`config.mk`:
```
export PLATFORM = sky130hd
export DESIGN_NAME = key_conditioner
export DESIGN_NICKNAME = d
export VERILOG_FILES = /design/src/rtl/key_pkg.sv /design/src/rtl/sync2.sv /design/src/rtl/key_conditioner.sv
export SDC_FILE = /design/constraint.sdc
export NUM_CORES = 1
export LEC_CHECK = 0
export BUFFER_PORTS_ARGS = -buffer_cell sky130_fd_sc_hd__buf_2
export CORE_MARGIN = 2
export CORE_UTILIZATION = 35
export DETAILED_ROUTE_END_ITERATION = 7
export GPL_TIMING_DRIVEN = 0
export HOLD_SLACK_MARGIN = 0.08
export PLACE_DENSITY = 0.62
export SYNTH_ARGS = -nofsm -noshare
export SYNTH_HDL_FRONTEND = slang
export SYNTH_HIERARCHICAL = 1
export SYNTH_SLANG_ARGS = --single-unit
```
`constraint.sdc`:
```
create_clock -name clk -period 1.76 [get_ports clk]
set_input_delay 0.176 -clock clk [delete_from_list [all_inputs] [get_ports clk]]
set_output_delay 0.176 -clock clk [all_outputs]
set_load 0.01 [all_outputs]
```
`src/rtl/key_pkg.sv`:
```
// rtl/key_pkg.sv - shared types and constants for the key conditioner
// Contents:
//   key_state_e : debounce FSM states
//   RW_HOLD_W   : width of the rw hold-window counter
package key_pkg;

    typedef enum logic [1:0] {
        IDLE         = 2'd0,
        PRESS_WAIT   = 2'd1,
        PRESSED      = 2'd2,
        RELEASE_WAIT = 2'd3
    } key_state_e;

    localparam int RW_HOLD_W = 4;

endpackage

```
`src/rtl/sync2.sv`:
```
// rtl/sync2.sv - two-flop synchronizer with synchronous reset
// Ports:
//   clk_i : system clock
//   rst_i : synchronous active-high reset, loads RST_VAL into both flops
//   d_i   : asynchronous input
//   q_o   : synchronized output (two clk edges of latency)
module sync2 #(
    parameter logic RST_VAL = 1'b0
) (
    input  logic clk_i,
    input  logic rst_i,
    input  logic d_i,
    output logic q_o
);

    logic meta_q;
    logic sync_q;

    always_ff @(posedge clk_i) begin
        if (rst_i) begin
            meta_q <= RST_VAL;
            sync_q <= RST_VAL;
        end else begin
            meta_q <= d_i;
            sync_q <= meta_q;
        end
    end

    assign q_o = sync_q;

endmodule

```
`src/rtl/key_conditioner.sv`:
```
// rtl/key_conditioner.sv - push-button debouncer with one-shot key pulse and rw hold
// Ports:
//   clk       : system clock, rising edge
//   rst       : synchronous active-high reset
//   key_n     : raw active-low push-button (asynchronous, bouncy)
//   sw_rw     : raw direction switch (asynchronous), 0 = read, 1 = write
//   key       : one-cycle pulse per accepted press
//   rw        : synchronized direction, frozen for RW_HOLD cycles from each pulse
//   pressed   : debounced button level
module key_conditioner
    import key_pkg::*;
#(
    parameter int DEBOUNCE_CYCLES = 250000,
    parameter int RW_HOLD         = 4
) (
    input  logic clk,
    input  logic rst,
    input  logic key_n,
    input  logic sw_rw,
    output logic key,
    output logic rw,
    output logic pressed
);

    localparam int CNT_W = $clog2(DEBOUNCE_CYCLES);
    localparam logic [CNT_W-1:0]     CNT_MAX   = CNT_W'(DEBOUNCE_CYCLES - 1);
    localparam logic [RW_HOLD_W-1:0] HOLD_LOAD = RW_HOLD_W'(RW_HOLD);

    logic key_s;
    logic sw_s;

    // The button is inverted ahead of the synchronizer so a reset value of 0
    // reads as "released".
    sync2 #(.RST_VAL(1'b0)) u_sync_key (
        .clk_i (clk),
        .rst_i (rst),
        .d_i   (~key_n),
        .q_o   (key_s)
    );

    sync2 #(.RST_VAL(1'b0)) u_sync_sw (
        .clk_i (clk),
        .rst_i (rst),
        .d_i   (sw_rw),
        .q_o   (sw_s)
    );

    key_state_e           state_q, state_d;
    logic [CNT_W-1:0]     cnt_q, cnt_d;
    logic [RW_HOLD_W-1:0] hold_q, hold_d;
    logic                 key_q, key_d;
    logic                 rw_q, rw_d;
    logic                 pressed_q, pressed_d;

    always_ff @(posedge clk) begin
        if (rst) begin
            state_q   <= IDLE;
            cnt_q     <= '0;
            hold_q    <= '0;
            key_q     <= 1'b0;
            rw_q      <= 1'b0;
            pressed_q <= 1'b0;
        end else begin
            state_q   <= state_d;
            cnt_q     <= cnt_d;
            hold_q    <= hold_d;
            key_q     <= key_d;
            rw_q      <= rw_d;
            pressed_q <= pressed_d;
        end
    end

    always_comb begin
        state_d = state_q;
        cnt_d   = '0;
        key_d   = 1'b0;

        unique case (state_q)
            IDLE: begin
                if (key_s) begin
                    state_d = PRESS_WAIT;
                end
            end
            PRESS_WAIT: begin
                if (!key_s) begin
                    state_d = IDLE;
                end else if (cnt_q == CNT_MAX) begin
                    state_d = PRESSED;
                    key_d   = 1'b1;
                end else begin
                    cnt_d = cnt_q + CNT_W'(1);
                end
            end
            PRESSED: begin
                // Holding the button never re-triggers.
                if (!key_s) begin
                    state_d = RELEASE_WAIT;
                end
            end
            RELEASE_WAIT: begin
                // A bounce back to pressed resumes PRESSED silently.
                if (key_s) begin
                    state_d = PRESSED;
                end else if (cnt_q == CNT_MAX) begin
                    state_d = IDLE;
                end else begin
                    cnt_d = cnt_q + CNT_W'(1);
                end
            end
            default: begin
                state_d = IDLE;
            end
        endcase
    end

    always_comb begin
        pressed_d = (state_d == PRESSED) || (state_d == RELEASE_WAIT);

        // rw follows the switch only outside the hold window. On the pulse
        // edge the counter is still 0, so rw takes its final value there and
        // then stays frozen while the freshly loaded window runs down.
        rw_d = (hold_q == '0) ? sw_s : rw_q;

        if (key_d) begin
            hold_d = HOLD_LOAD;
        end else if (hold_q != '0) begin
            hold_d = hold_q - RW_HOLD_W'(1);
        end else begin
            hold_d = hold_q;
        end
    end

    assign key     = key_q;
    assign rw      = rw_q;
    assign pressed = pressed_q;

endmodule
```
After elaboration in Yosys (flattened, before gate mapping)
Cells that the tools add are included.

storage, ports and cells
  register bits = 31
  word-level logic and storage cells = 42
  output and inout bits = 3
  input bits = 4

operators by class
  reductions and logical operators = 6
  multiplexer cells = 16
  bitwise operators = 1
  equal/unequal tests = 6
  add/subtract/negate cells = 2

operators by type and width
  operator                                             count
  2-to-1 mux 18 bit                                    3
  one-hot mux 18 bit (2 select lines)                  1
  adder 18 x 1 -> 18 bit, second input constant        1
  equality test 18 bit, second input constant          1
  2-to-1 mux 2 bit                                     6
  equality test 2 bit, second input constant           4
  one-hot mux 2 bit (4 select lines)                   1
  2-to-1 mux 3 bit                                     2
  zero test 4 bit                                      1
  nonzero test 4 bit                                   1
  subtractor 4 x 1 -> 4 bit, second input constant     1
  2-to-1 mux 1 bit                                     3
  equality test 2 x 1 -> 1 bit, second input constant  1
  zero test 2 bit                                      1
  nonzero test 2 bit                                   1
  OR reduction 2 bit                                   1
  logical OR 1 bit                                     1
  NOT 1 bit                                            1

Depth between registers and ports, before layout
Gate-level depths: netlist of run 1.

  depth in word-level cells = 6
  depth in mapped cells = 8
  depth with buffers taken out = 6

By module
Netlist of run 1, hierarchy kept.

modules (own cells, without submodules)
  module           instances  cells an instance  area each (µm²)  seq. area each (µm²)
  key_conditioner  1          148                1255.0           540.5
  sync2            2          4                  52.6             40.0

Least setup slack after synthesis of run 1
OpenSTA, ideal clock, no wires.

  kind = flip-flop to flip-flop
  start point = register cnt_q[9]
  end point = register pressed_q (netlist: pressed)
  stages on the path, launching flop included = 5
  path buffers = 0
  setup time = 70 ps
  required time = 1690 ps
  period minus slack after synthesis = 1779 ps
  arrival time = 1709 ps
  path slack = -19 ps
  cell sequence = dfxtp_1 > or4b_1 > or3_4 > or3_1 > a21oi_1

between the ends
  cells in the longest elaborated chain, start to end = 6
  elaborated cells on any way between the ends = 9
  those cells by class = 3 x eq/ne; 5 x mux; 1 x reduce/logical

RTL lines
  item                                    line                                           RTL
  start: declaration                      key_conditioner.sv:49                          logic [CNT_W-1:0] cnt_q, cnt_d;
  start signal: assignment                key_conditioner.sv:65                          cnt_q <= cnt_d;
  equality test 18 bit (*)                key_conditioner.sv:87, key_conditioner.sv:104
  2-to-1 mux 2 bit (on tied branches)     key_conditioner.sv:104, key_conditioner.sv:87
  2-to-1 mux 2 bit (on tied branches)     key_conditioner.sv:102, key_conditioner.sv:85
  one-hot mux 2 bit (4 select lines) (*)  key_conditioner.sv:78                          unique case (state_q)
  equality test 2 bit                     key_conditioner.sv:117                         pressed_d = (state_d == PRESSED) || (state_d == RELEASE_WAIT);
  logical OR 1 bit (*)                    key_conditioner.sv:117
  end signal: assignment                  key_conditioner.sv:69                          pressed_q <= pressed_d;
  end: declaration                        key_conditioner.sv:53                          logic pressed_q, pressed_d;

Every way passes the cells marked *; elsewhere a longest branch is shown, timed or not.
A chain may end at the register's enable or synchronous reset.

Final worst setup path of run 1
  start point = register cnt_q[11]
  end point = register state_q[1]

between the ends
  cells in the longest elaborated chain, start to end = 4
  elaborated cells on any way between the ends = 6
  those cells by class = 1 x eq/ne; 5 x mux

RTL lines
  item                                    line                                           RTL
  equality test 18 bit (*)                key_conditioner.sv:87, key_conditioner.sv:104
  2-to-1 mux 2 bit (on tied branches)     key_conditioner.sv:104, key_conditioner.sv:87
  2-to-1 mux 2 bit (on tied branches)     key_conditioner.sv:102, key_conditioner.sv:85
  one-hot mux 2 bit (4 select lines) (*)  key_conditioner.sv:78
  end signal: assignment                  key_conditioner.sv:64                          state_q <= state_d;
  end: declaration                        key_conditioner.sv:48                          key_state_e state_q, state_d;

Marks and branches as above.

==> results of run 1 <==
[final cells by class]
class | instances | area (sq um)
fill | 381 | 2036
multi-input combinational | 111 | 724.4
sequential | 31 | 629.4
clock buffer | 6 | 82.58
timing repair buffer | 10 | 60.06
tap | 48 | 60.06
clock inverter | 2 | 35.03
buffer | 5 | 31.28
inverter | 8 | 30.03
[worst register-to-register path, delay by kind of cell (launching register included)]
| kind | cells | cell delay (ns) |
|---|---|---|
| AO/OA/AOI/OAI | 1 | 0.13 |
| flip-flops | 1 | 0.34 |
| AND/OR/NAND/NOR | 3 | 1.29 |
[synth_stat cells (3+ instances only)]
cell,count,area (sq um)
buf_2,3,15.01
xnor2_1,15,131.4
nor3b_1,4,30.03
nor4_1,7,43.79
and3_1,3,18.77
nor2b_1,4,25.02
nand3_1,9,45.04
a21oi_1,5,25.02
nand4_1,6,37.54
inv_1,8,30.03
nand2_1,5,18.77
clkbuf_1,3,11.26
nor3_1,12,60.06
nor2_1,23,86.33
dfxtp_1,31,620.6
[registers in the layout (all words and copies together), names as in the netlist]
signal and flops:
hold_q 4, u_sync_key/meta_q 1, pressed 1, u_sync_sw/q_o 1, rw 1, state_q 2
u_sync_sw/meta_q 1, u_sync_key/q_o 1, cnt_q 18, key 1
[through the flow]
stage | setup WS (ns) | total power [mW] | instances | area, sq um | setup TNS, ns
final | -0.06222 | 1.687 | 221 | 1653 | -0.1172
after global routing | -0.1132 | 1.772 | 221 | 1653 | -0.2194
after CTS | -0.04603 | 1.710 | 222 | 1615 | -0.08853
after detailed placement | -0.1067 | 0.9959 | 210 | 1450 | -1.060
after global placement | -0.08852 | 0.9780 | 210 | 1450 | -0.9562
after floorplan | 0.002970 | 0.9538 | 156 | 1360 | 0
[kinds of logic (layout without fill, tap and decap cells)]
| kind of cell | after synthesis | after routing |
|---|---|---|
| simple gates | 81 | 81 |
| flops | 31 | 31 |
| xor+xnor | 17 | 17 |
| buf+inv | 14 | 31 |
| compound gates | 9 | 9 |
| fa+ha+maj | 2 | 2 |
| mux | 2 | 2 |
[power by group]
group	leakage [nW]	switching (mW)	total, mW	internal, mW
clock	0.0612	0.253	0.711	0.457
sequential	0.254	0.0248	0.765	0.741
combinational	0.209	0.109	0.211	0.102
[path summary, 6_finish.rpt]
| path | startpoint | end | slack, ns | depth (start not counted) |
|---|---|---|---|---|
| max | cnt_q[11]$_SDFF_PP0_ | state_q[1]$_SDFF_PP0_ | -0.06 | 4 |
| min | sw_rw | u_sync_sw/meta_q$_SDFF_PP0_ | 0.10 | 2 |
| max reg2reg | cnt_q[11]$_SDFF_PP0_ | state_q[1]$_SDFF_PP0_ | -0.06 | 4 |
| min reg2reg | u_sync_sw/meta_q$_SDFF_PP0_ | u_sync_sw/q_o$_SDFF_PP0_ | 0.44 | 1 |
[routing by layer]
layer  GRT usage [%]  wire length (microns)
met3           4.600                    137
met1           15.88                   1204
met2           22.63                   1272
met4           6.888                     29
met5               0                      0
[repair_timing]
| item | 4_1_cts | 5_1_grt |
|---|---|---|
| hold endpoints to repair | 0 | 0 |
| gates resized for setup | 7 | 12 |
| endpoints found under the setup margin | 12 | 16 |
| setup buffers | 4 | 0 |
| gates cloned | 0 | 0 |
| pin swaps | 2 | 1 |
==> run metrics, run 1 <==
max-cap viol count 0; clock sink count 31; DPL Wire Length approximately 1900 microns; XOR/XNOR share of the synthesized area between 10 and 15%; net count after synthesis between 150 and 200; Worst Path Buf+Inv 0; main combinational cell family by area after synthesis simple AND/OR/NAND/NOR gates; Seq/Total Area, Yosys between 40% and 50%; Core Area between 3000 and 4000 sq um; count of cell types in the netlist 29; failing checks negative setup slack; commonest non-fill, non-tap cells in the layout dfxtp_1 (26), nor2_1 (23), xnor2_1 (15), nor3_1 (10), nand3_1 (9); root buf cell clkbuf_8; Synth Area in Compound Gates 4.140%; Slew headroom ~62%; CP Max Fanout 3; GRT Residual Overflow 0; n_diodes 0; Main synth FF type dfxtp_1; HP Class input pin to register; Max VDD drop about 0.64 mV; final-report setup violation count 2; Synth Area in Adders between 1.5 and 2%; RSZ-0062 raised after global routing true; final wirelength 2644 microns; Syn Inst Count 156; Post-CTS Hold Buffers 0; status finished, violations left; Max Slew Vio Count 0; Tot GR Track Use 13.78%; minimum clock period 1.822 ns; critical path type register to register; Fin. Hold Viols 0; Synth Register Bits 31; Avg WL per Cell 11.96 microns; Final Cycle Share 103.5%; Slowest-stage cell, CP or4b_4; Worst setup EP type register; Iteration-0 DRC Markers 35; CTS tree done; most common cell after layout, fill and taps aside dfxtp_1; Final ANT Viol Nets 0; first-pass GRT wire length between 4000 and 5000 microns; Critical Path Source Type register; Clock Skews 0.003418 ns; layout cells sized above 1 between 20% and 30%; CP required 1.98 ns; number of buffers created by CTS 5; P&R area growth vs syn 21.53%; via count roughly 1,100; Worst path top cell family by delay simple AND/OR/NAND/NOR gates; largest net degree at the start of global routing 11; Longest Clk Path Bufs 2; die height around 66 microns; ys async rst share 0%; Mean Syn Cell Area just under 9 sq um; Final nets 178; die area between 4000 and 5000 sq um; arrival time worst endpoint between 2 and 2.5 ns; Die Wd ~66 microns; Initial Util 36.87%; Max Freq 0.5488 GHz; Synth Cell Area ~1400 sq um; power per cell area a little over 1000 nW/um^2; FP Rows 22; Hold Worst Slack approximately 0.10 ns; Post-Synth Simple-Gate Area a little under a third; antenna violations before repair 0; Synth warnings 6; most repeated library cell on the critical path or3_4; Layout Utilization 44.81%; latest clock arrival within the worst-skew pair about 0.28 ns; Post-synth EDFFs 0; Detailed Routing Iterations Pass 1 4; largest stage delay on the critical path around 0.54 ns; CP cell instances or4b_4 -> or3_4 -> or3_4 -> a21oi_2; multiplexer share of the synthesized area about 1.5%; H-tree levels 2; clock slew seen by the registers of the worst setup and hold paths 0.06 ns; drt via density approximately 5; Placer Congestion just under 0.8; Setup WS post-layout -0.06222 ns; LEAKAGE between 0.5 and 0.6 nW; I/O pin cnt 7; # DRC 0; vias in the first global route 1,019; # port buffers 6; Worst-Margin Slew around 0.57 ns
(Power assumes the default switching activity.)
==> run 2: changes to the inputs <==
--- a/config.mk
+++ b/config.mk
@@ -14,5 +14,4 @@
 export PLACE_DENSITY = 0.62
 export SYNTH_ARGS = -nofsm -noshare
 export SYNTH_HDL_FRONTEND = slang
-export SYNTH_HIERARCHICAL = 1
 export SYNTH_SLANG_ARGS = --single-unit
==> run 2 against run 1 <==
Effect of this change: the run still ends with negative setup slack left; die area down 2.2%; worst setup slack worse by 0.11 ns; power down 12%; sequential power about the same; flip-flop and latch count unchanged; largest cell class unchanged; via count down 2.5%; first-iteration DRC count down 37%; cell count down 4.1%; synthesized cell count down 7.1%.
==> run metrics, run 2 <==
DPL Wire Length 1700 microns (-8.2%); largest stage delay on the critical path 0.53 ns (about the same); leading registers by flop count cnt_q x18, hold_q x4, state_q x2; FP Rows 22 (unchanged); Clock Skews 0.004619 ns (+0.001201 ns); n_diodes 0 (unchanged); critical path type register to register; first-pass GRT wire length 4450 microns (-0.91%); commonest non-fill, non-tap cells in the layout dfxtp_1 (26), nor2_1 (17), xnor2_1 (13), nor3_1 (8); Worst setup EP type register; Detailed Routing Iterations Pass 1 4 (unchanged); Max Freq 0.5187 GHz (-5.5%); most common cell after layout, fill and taps aside dfxtp_1; Slew headroom 61.59% (-0.53 points); antenna violations before repair 0 (unchanged); area of the multi-input gates 740.7 sq um (+2.2%); Core Area 3661 sq um (-0.75%); Max VDD drop 0.4542 mV (-29%); Slowest-stage cell, CP or4_4; final non-filler cell total 212 (-4.1%); met2 GRT Util 22.07% (-0.56 points); Final ANT Viol Nets 0 (unchanged); CP required 1.93 ns (-0.05 ns); dpl cells 199 (-5.2%); Critical Path Source Type register; # port buffers 6 (unchanged); Fin. Hold Viols 0 (unchanged); Synth area leader dfxtp_1; Initial Util 36.30% (-0.58 points); clock sink count 31 (unchanged); register area 629.4 sq um (unchanged); Avg WL per Cell 11.88 microns (-0.72%); P&R area growth vs syn 22.88%; # DRC 0 (unchanged); number of buffers created by CTS 5 (unchanged); fillers 367 (-3.7%); met1 usage 16.17% (+0.29 points); Final nets 171 (-3.9%); latest clock arrival within the worst-skew pair 0.28 ns (about the same); commonest cells in the netlist dfxtp_1 (31), nor2_1 (23), xnor2_1 (13); Most Crowded Layer GR met2; root buf cell clkbuf_8; Iteration-0 DRC Markers 22 (-37%); count of cell types in the netlist 29 (unchanged); CTS tree done; vias in the first global route 1,014 (-0.49%); net count after synthesis 151 (-6.8%); die area 4305 sq um (-2.2%); dpl ws -0.2422 ns (-0.1355 ns); Post-synth EDFFs 0 (unchanged); via count 1,053 (-2.5%); Synth warnings 0 (-6); ys async rst share 0% (unchanged); HP Class input pin to register; H-tree levels 2 (unchanged); arrival time worst endpoint 2.10 ns (+0.06 ns); Mean Syn Cell Area 9.164 sq um (+5.1%); CP cell instances or4_4 -> or4_4 -> o211ai_4 -> buf_6 -> nor2_1; share of Yosys cell area claimed by the top area cell type 46.70% (+1.1 points); final-report setup violation count 22 (+20); GRT Residual Overflow 0 (unchanged); final setup TNS -3.113 ns (-2.996 ns); final wirelength 2518 microns (-4.8%); max-cap viol count 0 (unchanged); drt via density 4.967 (+1.6%); status finished, violations left; RSZ-0062 raised after global routing true; layout cells sized above 1 23.78% (+1.2 points); Placer Congestion 0.7798 (-0.59%); most common cell in the netlist dfxtp_1; Synth Register Bits 31 (unchanged); synth top area cells dfxtp_1 (47%), xnor2_1 (8.6%), nor2_1 (6.5%); Worst-Margin Slew 0.5748 ns (+0.007942 ns); I/O pin cnt 7 (unchanged); power per cell area 904.9 nW/um^2 (-11%); largest reg by FF count cnt_q; most repeated library cell on the critical path or4_4; Synth Cell Area 1329 sq um (-2.3%); Largest register FFs 18 (unchanged); Die Wd 65.62 microns (-1.1%); largest net degree at the start of global routing 11 (unchanged); LEAKAGE 0.5228 nW (-0.40%); Longest Clk Path Bufs 2 (unchanged); Seq/Total Area, Yosys 46.70% (+1.1 points); Layout Utilization 44.60% (-0.21 points); Syn Inst Count 145 (-7.1%); minimum clock period 1.928 ns (+0.1055 ns); clock slew seen by the registers of the worst setup and hold paths 0.06 ns (about the same); Setup WS post-layout -0.1677 ns (-0.1055 ns); Final Cycle Share 109.5% (+6.0 points); met3 usage 4.623% (+0.024 points); Main synth FF type dfxtp_1; Tot GR Track Use 13.78% (about the same); CP Max Fanout 5 (+2); Max Slew Vio Count 0 (unchanged); die height 65.62 microns (-1.1%); failing checks negative setup slack
[run 2: timing repair]
action / 4_1_cts / 5_1_grt
pin swaps: 4 / 6
hold endpoints to repair: 1 / 0
setup buffers: 3 / 2
cloned: 0 / 1
resized for setup: 4 / 18
hold buffers: 1 / 0
setup endpoints to repair: 23 / 23
[run 2: cell families after synthesis]
kind of cell	Yosys count	synth area share (%)
muxes	3	2.260
adders and majority gates	2	1.883
xor gates and xnor gates	15	9.887
AOI/OAI and AO/OA	11	6.310
and+or+nand+nor	75	30.13
buffers and inverters	8	2.824
DFF	31	46.70
[run 2: report_power, final]
group / internal [mW] / switching (mW) / leakage (nW)
clock: 0.262 / 0.234 / 0.0371
sequential: 0.741 / 0.0256 / 0.254
combinational: 0.105 / 0.110 / 0.231
total: 1.11 / 0.369 / 0.523
[run 2: path summary, 6_finish.rpt]
kind	from	cells past startpoint	slack, ns	endpoint
setup / recovery	cnt_q[9]$_SDFF_PP0_	5	-0.17	cnt_q[11]$_SDFF_PP0_
hold / removal	sw_rw	2	0.11	u_sync_sw.meta_q$_SDFF_PP0_
setup reg to reg	cnt_q[9]$_SDFF_PP0_	5	-0.17	cnt_q[11]$_SDFF_PP0_
hold reg to reg	u_sync_sw.meta_q$_SDFF_PP0_	1	0.44	u_sync_sw.q_o$_SDFF_PP0_
[run 2: area by class of cell]
type	instances	share of cell area, %
buffer	2	0.9195
clock buffer	6	4.444
inverter	6	1.379
multi-input combinational	106	45.36
sequential	31	38.54
tap	48	3.678
timing repair buffer	13	5.670
[run 2: per-stage QoR]
step / total power, mW / instance area [sq um] / hold WS [ns]
floorplan: 0.9555 / 1331 / 0.2427
global placement: 0.9808 / 1421 / 0.3281
detailed placement: 0.9915 / 1421 / 0.3315
CTS: 1.485 / 1548 / 0.1050
global route: 1.550 / 1633 / 0.1104
finish: 1.478 / 1633 / 0.1055
[run 2: worst max-delay path, delay by kind of cell (launching register included)]
kind / cells / cell delay (ns)
buffers and inverters: 1 / 0.18
and+or+nand+nor: 3 / 1.04
DFF: 1 / 0.35
AOI/OAI and AO/OA: 1 / 0.25
[run 2: metal layers]
layer | up-vias | share of wire, % | wire, microns
li1 | 544 | - | -
met1 | 485 | 47 | 1176
met2 | 16 | 47 | 1195
met3 | 8 | 3.3 | 82
met4 | 0 | 2.5 | 63
met5 | - | 0 | 0
==> run 3: changes to the inputs <==
--- a/config.mk
+++ b/config.mk
@@ -5,6 +5,7 @@
 export SDC_FILE = /design/constraint.sdc
 export NUM_CORES = 1
 export LEC_CHECK = 0
+export ABC_AREA = 1
 export BUFFER_PORTS_ARGS = -buffer_cell sky130_fd_sc_hd__buf_2
 export CORE_MARGIN = 2
 export CORE_UTILIZATION = 35
==> run 3 against run 2 <==
Effect of this change: the flow now finishes without violations; non-clock buffer count fell by 6; clock power increased by 22%; clock skew fell by 0.0018 ns; critical endpoint is now cnt_q[12]$_SDFF_PP0_.
==> run metrics, run 3 <==
die height 67.48 microns (+2.8%); Layout Utilization 40.91% (-3.7 points); die area 4553 sq um (+5.7%); Max VDD drop 0.4937 mV (+8.7%); worst r2r src cnt_q[0]$_SDFF_PP0_; GRT Residual Overflow 0 (unchanged); largest net degree at the start of global routing 11 (unchanged); RSZ-0062 raised after global routing false; count of cell types in the netlist 26 (-10%); Core Area 3943 sq um (+7.7%); clock sink count 31 (unchanged); fillers 400 (+9.0%); Post-CTS Setup Bufs 0 (-3); via count 1,078 (+2.4%); max-cap viol count 0 (unchanged); net count after synthesis 193 (+28%); Final ANT Viol Nets 0 (unchanged); first-pass GRT wire length 4084 microns (-8.2%); CTS tree done; root buf cell clkbuf_8; Placer Congestion 0.8417 (+7.9%); clock slew seen by the registers of the worst setup and hold paths 0.06 ns (about the same); Worst setup EP type register; Critical path origin cnt_q[0]$_SDFF_PP0_; commonest cells in the netlist nor2_1 (39), nand2_1 (32), dfxtp_1 (31); Iteration-0 DRC Markers 22 (unchanged); Synth Cell Area 1410 sq um (+6.1%); n_diodes 0 (unchanged); Max Freq 0.6796 GHz (+31%); synth top area cells dfxtp_1 (44%), nor2_1 (10%), nand2_1 (8.5%); H-tree levels 2 (unchanged); Main synth FF type dfxtp_1; Final nets 207 (+21%); HP Class input pin to register; Initial Util 35.77% (-0.53 points); Slowest-stage cell, CP dfxtp_1; DPL Wire Length 1730 microns (+1.7%); P&R area growth vs syn 14.37%; Synth warnings 0 (unchanged); layout cells sized above 1 12.87% (-11 points); Synth area leader dfxtp_1; leading registers by flop count cnt_q x18, hold_q x4, state_q x2; CP required 1.97 ns (+0.04 ns); Post-synth EDFFs 0 (unchanged); Seq/Total Area, Yosys 44.01% (-2.7 points); Critical Path Source Type register; Hold Crit Start sw_rw; Worst-Margin Slew 0.3894 ns (-0.1855 ns); Avg WL per Cell 9.357 microns (-21%); arrival time worst endpoint 1.69 ns (-0.41 ns); commonest non-fill, non-tap cells in the layout nor2_1 (39), nand2_1 (32), dfxtp_1 (31), inv_1 (26), xor2_1 (9); Die Wd 67.48 microns (+2.8%); minimum clock period 1.471 ns (-0.4562 ns); Synth Register Bits 31 (unchanged); antenna violations before repair 0 (unchanged); FP Rows 23 (+4.5%); number of buffers created by CTS 5 (unchanged); drt via density 4.278 (-14%); largest reg by FF count cnt_q; Tot GR Track Use 12.32% (-1.5 points); Hold Worst Slack 0.09085 ns (-0.01465 ns); CP Max Fanout 4 (-1); # DRC 0 (unchanged); Mean Syn Cell Area 7.541 sq um (-18%); Post-CTS Hold Buffers 1 (unchanged); final wirelength 2358 microns (-6.4%); status completed; cells resized by post-CTS repair 0 (-4); most common cell in the netlist nor2_1; vias in the first global route 980 (-3.4%); critical path type register to register; Syn Inst Count 187 (+29%); Clock Skews 0.002769 ns (-0.001849 ns); largest stage delay on the critical path 0.35 ns (-0.18 ns); LEAKAGE 0.6238 nW (+19%); I/O pin cnt 7 (unchanged); power per cell area 1005 nW/um^2 (+11%); Power, Total 1.620 mW (+9.6%); latest clock arrival within the worst-skew pair 0.28 ns (about the same); share of Yosys cell area claimed by the top area cell type 44.01% (-2.7 points); most common cell after layout, fill and taps aside nor2_1; Longest Clk Path Bufs 2 (unchanged); CP cell instances ha_1 -> nand3_2 -> nor2_1 -> nand2_1 -> o21bai_1 -> nand2_1 -> nor2_1; # port buffers 6 (unchanged); Largest register FFs 18 (unchanged); final-report setup violation count 0 (-100%); final setup TNS 0 ns (+3.113 ns); Max Slew Vio Count 0 (unchanged); Detailed Routing Iterations Pass 1 4 (unchanged); Fin. Hold Viols 0 (unchanged); Slew headroom 74.04% (+12 points); Final Cycle Share 83.61% (-26 points); ys async rst share 0% (unchanged)
run 3: cell types whose count changed after synthesis, moves of 3 or more:
| cell | before | now |
|---|---|---|
| nand2_1 | 7 | 32 |
| inv_1 | 6 | 26 |
| nor2_1 | 23 | 39 |
| xnor2_1 | 13 | 2 |
| xor2_1 | 2 | 9 |
| nor4_1 | 6 | 0 |
| nor3_1 | 9 | 5 |
| or3_1 | 4 | 0 |
| nor2_4 | 0 | 3 |
| nor2b_1 | 3 | 0 |
run 3: worst paths after layout:
kind	end	slack [ns]	depth (start not counted)
worst max register to register	cnt_q[12]$_SDFF_PP0_	0.29	7
worst max-delay path	cnt_q[12]$_SDFF_PP0_	0.29	7
worst min-delay path	u_sync_sw.meta_q$_SDFF_PP0_	0.09	3
worst min register to register	u_sync_key.q_o$_SDFF_PP0_	0.40	2
run 3: layout make-up:
cell class              count  area, sq um  share of cell area (%)
multi-input cells         127        673.1                   41.74
flip-flops and latches     31        620.6                   38.48
inverters                  27        101.3                   6.284
clock buffers               8        100.1                   6.206
well taps                  50        62.56                   3.879
repair buffers              7        40.04                   2.483
plain buffers               2        15.01                  0.9310
run 3: metal layers:
| metal | vias to the layer above | track usage [%] | wire (microns) |
|---|---|---|---|
| li1 | 605 | - | - |
| met1 | 461 | 14.93 | 1231 |
| met2 | 7 | 18.38 | 1019 |
| met3 | 5 | 5.000 | 60 |
| met4 | 0 | 6.888 | 46 |
| met5 | - | 0 | 0 |
run 3: cells by family after synthesis:
family	Yosys count	synth area share, %
compound gates	9	3.372
flops	31	44.01
fa+ha+maj	2	1.774
simple gates	104	35.05
buf+inv	29	8.251
xor+xnor	11	6.833
mux	1	0.7099
run 3: through the flow:
| step | cells | area [sq um] | setup WS (ns) |
|---|---|---|---|
| global route | 252 | 1613 | 0.09461 |
| finish | 252 | 1613 | 0.2885 |
| detailed placement | 243 | 1503 | 0.2968 |
| floorplan | 187 | 1410 | 0.4718 |
| CTS | 252 | 1613 | 0.2629 |
| global placement | 243 | 1503 | 0.3069 |
run 3: critical path, delay by kind of cell, from the launching register on:
family,cells,cell delay [ns]
AND/OR/NAND/NOR,5,0.68
flip-flops,1,0.35
adder cells (fa/ha/maj),1,0.21
AO/OA/AOI/OAI,1,0.16
run 3: power breakdown:
group          internal [mW]  switching [mW]
Combinational          0.105           0.134
Clock                  0.356           0.250
Sequential             0.747          0.0281
